[src/rtl/tick_sched.sv]
// Tick generator (1 ms base, FSM enable, blink level) plus a two-requester round-robin
// one-shot timer. Define TICK_SCHED_ABORT_EN to let abort_i cancel a running timer.
module tick_sched #(
    parameter int unsigned BASE_DIV  = 50000,
    parameter int unsigned FSM_DIV   = 5,
    parameter int unsigned BLINK_DIV = 250
) (
    input  logic        clk_i,
    input  logic        rst_ni,
    output logic        tick_1ms_o,
    output logic        tick_fsm_o,
    output logic        blink_o,
    input  logic [1:0]  req_i,
    input  logic [15:0] dur0_i,
    input  logic [15:0] dur1_i,
    input  logic        abort_i,
    output logic [1:0]  gnt_o,
    output logic        busy_o,
    output logic        done_o,
    output logic        done_id_o
);

    localparam int unsigned BaseW  = (BASE_DIV > 1) ? $clog2(BASE_DIV) : 1;
    localparam int unsigned FsmW   = (FSM_DIV > 1) ? $clog2(FSM_DIV) : 1;
    localparam int unsigned BlinkW = (BLINK_DIV > 1) ? $clog2(BLINK_DIV) : 1;

    typedef enum logic [1:0] {StIdle, StRun, StDone} state_e;

    logic [BaseW-1:0]  base_cnt_q, base_cnt_d;
    logic [FsmW-1:0]   fsm_cnt_q, fsm_cnt_d;
    logic [BlinkW-1:0] blink_cnt_q, blink_cnt_d;
    logic              blink_q, blink_d;
    logic              tick_1ms, fsm_wrap, blink_wrap;

    state_e            state_q;
    logic [15:0]       rem_q;
    logic              owner_q;
    logic              last_q;
    logic              busy_q;

    logic              grant_vld;
    logic              gnt_idx;
    logic [15:0]       dur_sel;
    logic              abort_en;

`ifdef TICK_SCHED_ABORT_EN
    assign abort_en = abort_i;
`else
    logic unused_abort;
    assign unused_abort = abort_i;
    assign abort_en     = 1'b0;
`endif

    always_comb begin
        tick_1ms    = (base_cnt_q == BaseW'(BASE_DIV - 1));
        fsm_wrap    = (fsm_cnt_q == FsmW'(FSM_DIV - 1));
        blink_wrap  = (blink_cnt_q == BlinkW'(BLINK_DIV - 1));
        base_cnt_d  = tick_1ms ? '0 : base_cnt_q + BaseW'(1);
        fsm_cnt_d   = fsm_cnt_q;
        blink_cnt_d = blink_cnt_q;
        blink_d     = blink_q;
        if (tick_1ms) begin
            fsm_cnt_d   = fsm_wrap ? '0 : fsm_cnt_q + FsmW'(1);
            blink_cnt_d = blink_wrap ? '0 : blink_cnt_q + BlinkW'(1);
            blink_d     = blink_q ^ blink_wrap;
        end
    end

    always_ff @(posedge clk_i) begin
        if (!rst_ni) begin
            base_cnt_q  <= '0;
            fsm_cnt_q   <= '0;
            blink_cnt_q <= '0;
            blink_q     <= 1'b0;
        end else begin
            base_cnt_q  <= base_cnt_d;
            fsm_cnt_q   <= fsm_cnt_d;
            blink_cnt_q <= blink_cnt_d;
            blink_q     <= blink_d;
        end
    end

    // Round-robin: on contention serve whoever was not granted last.
    always_comb begin
        gnt_idx = 1'b0;
        if (req_i == 2'b10) begin
            gnt_idx = 1'b1;
        end else if (req_i == 2'b11) begin
            gnt_idx = ~last_q;
        end
        grant_vld = rst_ni && (state_q == StIdle) && (req_i != 2'b00);
        dur_sel   = gnt_idx ? dur1_i : dur0_i;
    end

    always_ff @(posedge clk_i) begin
        if (!rst_ni) begin
            state_q <= StIdle;
            rem_q   <= '0;
            owner_q <= 1'b0;
            last_q  <= 1'b1;
            busy_q  <= 1'b0;
        end else begin
            unique case (state_q)
                StIdle: begin
                    if (grant_vld) begin
                        rem_q   <= dur_sel;
                        owner_q <= gnt_idx;
                        last_q  <= gnt_idx;
                        busy_q  <= 1'b1;
                        state_q <= (dur_sel == 16'd0) ? StDone : StRun;
                    end
                end
                StRun: begin
                    // Abort takes priority over a coinciding final decrement.
                    if (abort_en) begin
                        busy_q  <= 1'b0;
                        state_q <= StIdle;
                    end else if (tick_1ms && rem_q != 16'd0) begin
                        rem_q <= rem_q - 16'd1;
                        if (rem_q == 16'd1) begin
                            state_q <= StDone;
                        end
                    end
                end
                StDone: begin
                    busy_q  <= 1'b0;
                    state_q <= StIdle;
                end
                default: state_q <= StIdle;
            endcase
        end
    end

    assign tick_1ms_o = tick_1ms;
    assign tick_fsm_o = tick_1ms & fsm_wrap;
    assign blink_o    = blink_q;
    assign gnt_o      = grant_vld ? (gnt_idx ? 2'b10 : 2'b01) : 2'b00;
    assign busy_o     = busy_q;
    assign done_o     = (state_q == StDone);
    assign done_id_o  = (state_q == StDone) & owner_q;

endmodule

[config.mk]
export PLATFORM = sky130hd
export DESIGN_NAME = tick_sched
export DESIGN_NICKNAME = d
export VERILOG_FILES = /design/src/rtl/tick_sched.sv
export SDC_FILE = /design/constraint.sdc
export NUM_CORES = 1
export LEC_CHECK = 0
export ABC_CLOCK_PERIOD_IN_PS = 2100
export CAP_MARGIN = 20
export CORE_MARGIN = 10
export CORE_UTILIZATION = 49
export DETAILED_ROUTE_END_ITERATION = 8
export GPL_TIMING_DRIVEN = 0
export PLACE_DENSITY = 0.89
export SYNTH_ARGS = -nofsm -noshare
export SYNTH_HDL_FRONTEND = slang
export SYNTH_SLANG_ARGS = --single-unit
[constraint.sdc]
create_clock -name clk_i -period 2.1 [get_ports clk_i]
set_input_delay 0.315 -clock clk_i [delete_from_list [all_inputs] [get_ports clk_i]]
set_output_delay 0.315 -clock clk_i [all_outputs]
set_load 0.1 [all_outputs]
==> results.toml <==
[run_status]
status = "complete, but fails checks"
failed_checks = "negative setup slack"

[pwr]
p_int_mw = 1.61
peakVddDrop_mv = 0.360
power_switching_share = 0.316
p_sw_mw = 0.744
clkPwrFrac = 0.307
power.density_nw_per_um2 = 618
p_comb_frac = 0.257
seqPwrFrac = 0.435
p_leak_nw = 1.46

[timing]
timing.final.crit_period_ns = 2.27
setup_viol = 16
fin_skew_ns = 0.00973
timing_worst_slew_pin_value_ns = 0.961
holdWs_ns = 0.461
relSlewSlack = 0.362
slew_viol_final = 0
timing.fmax_mhz = 441
finalCritPeriodShare = 1.08
finalHoldViolations = 0
rsz0062_at_grt = "yes"
setup_ws_ns = -0.169

[cells_and_area]
synthToLayoutAreaGrowth_pct = 34.7
diodes = 0
nets = 457
final_common_cell = "nor2_1"
final_cell_mix = "nor2_1, dfxtp_1, clkdlybuf4s50_1, nand2_1, mux2i_1"
drive_gt1_frac = 0.211
final_cells = 485
final_cell_area_um2 = 3810

[clock_network]
clkLatencyLatePin_ns = 0.32
cts_tree = "done"
cts_root_buf = "clkbuf_8"
htree_levels = 2
clock_path_buffers = 2
clkSlewWorstSetupHoldPaths_ns = 0.10
numCtsBuffers = 5
cts.hold.buffers_added = 0
clkSinkCount = 49

[setup_path]
slowest_stage = "or4_4"
cp_cell_sequence = "inv_4, ha_4, or3b_4, or4_4, and3_4, a41o_1, a211o_1"
worstPathArrival_ns = 2.48
crit_family = "simple AND/OR/NAND/NOR gates"
end_kind = "flop"
critPathKind = "reg2reg"
cp.required_ns = 2.31
worstSetupStartpointType = "flop"
slowest_delay_ns = 0.56
cp_num_buf_inv = 1
cp_max_fo = 6

[die]
io_pins = 45
rows = 27
die_h_um = 96.0
die-area_um2 = 9210
start_util = 0.510
fp.dieW_um = 96.0
core_um2 = 5540

[synthesis]
synth_top_family_by_area = "simple AND/OR/NAND/NOR gates"
ys.flop_type = "dfxtp_1"
synth-compound-area-share = 0.134
post_synth_fa_ha_maj_area_fraction = 0.0354
synthMuxAreaShare = 0.0602
ys_seq_area_frac = 0.347
syn_nets = 388
synthArstFlopShare = 0
synth-warning-count = 0
synthesis.area_um2 = 2830
synth.distinct_cells = 53
synth_simple_gate_area_share = 0.323
ys_seq_elements = 49
synth-edff-count = 0
syn_inst = 343
yosys.area_share.xor_xnor = 0.0681
avgSynthCellArea_um2 = 8.24

[global_route]
grt_usage = 0.175
grt_pass1_vias = 2730
overflow = 0
grt_max_degree = 18
grt_pass1_wl_mm = 12.8
antenna_found_initial = 0

[detailed_routing]
wl_mm = 8.56
routed-via-count = 2946
vias_per_cell = 6.07
drc = 0
ant_nets = 0
avgRoutedWirePerCell_um = 17.7
drt-initial-drc-count = 340
dr.pass1.iters = 5

[placed_design]
dp.cells = 459
io_buffer_count = 43
place_area_um2 = 3390
place_congestion = 0.979
dp_hpwl_mm = 5.73

[run]
maxCapViolCount = 0

[hold_path]
hp-class = "reg2reg"
[state kept, by name (all words and copies together) (netlist names)]
name,flops
rem_q,16
blink_cnt_q,8
last_q,1
base_cnt_q,16
blink_o,1
owner_q,1
state_q,2
fsm_cnt_q,3
busy_o,1
[logic make-up (layout without fill, tap and decap cells)]
group,Yosys count,in the layout
adders and majority gates,8,8
muxes,17,17
AOI/OAI and AO/OA,55,55
DFF,49,49
buffers and inverters,21,91
xor gates and xnor gates,22,22
and+or+nand+nor,171,171
[metrics by stage]
stage	utilization	setup TNS [ns]	setup WS [ns]	total power [mW]
finish	0.688	-1.41	-0.169	2.36
floorplan	-	-0.396	-0.357	1.36
global route	0.688	-2.40	-0.212	2.43
global placement	0.610	-11.33	-1.21	1.53
CTS	0.664	-0.490	-0.107	2.29
detailed placement	0.611	-12.41	-1.25	1.54
[worst paths after layout]
kind	slack, ns	cells past startpoint	from	end
max	-0.17	7	rem_q[1]	rem_q[5]
min	0.46	1	base_cnt_q[0]	base_cnt_q[0]
max reg2reg	-0.17	7	rem_q[1]	rem_q[5]
min reg2reg	0.46	1	base_cnt_q[0]	base_cnt_q[0]
[metal layers]
metal,routed length (um),vias up,global-route usage
li1,-,1381,-
met1,3540,1359,0.211
met5,0,-,0
met4,209,0,0.0651
met2,3990,175,0.284
met3,826,31,0.0591
[cell usage after synthesis, types with 2 or more instances]
master | count | area [um^2]
dfxtp_1 | 49 | 981
nor2_1 | 44 | 165
nand2_1 | 35 | 131
o21ai_0 | 18 | 90.1
mux2i_1 | 17 | 170
nor4_1 | 15 | 93.8
nand3_1 | 14 | 70.1
xnor2_1 | 11 | 96.3
xor2_1 | 11 | 96.3
nand4_1 | 9 | 56.3
a21oi_1 | 8 | 40.0
clkbuf_1 | 8 | 30.0
ha_1 | 8 | 100
inv_1 | 8 | 30.0
nor3_1 | 8 | 40.0
and2_1 | 7 | 43.8
and3_1 | 6 | 37.5
o211ai_1 | 6 | 45.0
a211o_1 | 5 | 43.8
o22ai_1 | 5 | 31.3
a21boi_0 | 4 | 30.0
nor3b_1 | 4 | 30.0
and4_1 | 3 | 26.3
nor2b_1 | 3 | 18.8
or4_4 | 3 | 33.8
a41o_1 | 2 | 20.0
buf_1 | 2 | 7.51
nand3b_1 | 2 | 15.0
nor4b_1 | 2 | 17.5
or2_2 | 2 | 12.5
or3b_2 | 2 | 17.5
[worst register-to-register path: stages (launching register included)]
cell,delay (ns)
dfxtp_4,0.38
inv_4,0.07
ha_4,0.13
or3b_4,0.37
or4_4,0.56
and3_4,0.24
a41o_1,0.19
a211o_1,0.22
[final cells by class]
cell class | instances | area (um^2)
plain buffers | 13 | 91.3
clock buffers | 5 | 68.8
clock inverters | 3 | 47.5
fillers | 426 | 1730
inverters | 8 | 35.0
multi-input cells | 273 | 1870
flip-flops and latches | 49 | 1000
well taps | 72 | 90.1
repair buffers | 62 | 602
[power by group through the flow]
stage / clock (mW) / sequential (mW) / combinational [mW]
2_1_floorplan: 0 / 1.05 / 0.316
3_3_place_gp: 0 / 1.04 / 0.491
3_5_place_dp: 0 / 1.04 / 0.503
4_1_cts: 0.724 / 1.02 / 0.545
5_1_grt: 0.757 / 1.03 / 0.639
6_report: 0.724 / 1.03 / 0.606
[repair_timing]
item                                   CTS  global route
gates cloned                             1             0
setup buffers                            9             8
endpoints found under the hold margin    0             0
resized for setup                       70            28
pin swaps                               12             8
setup endpoints to repair               28            20
(Power assumes the default switching activity.)
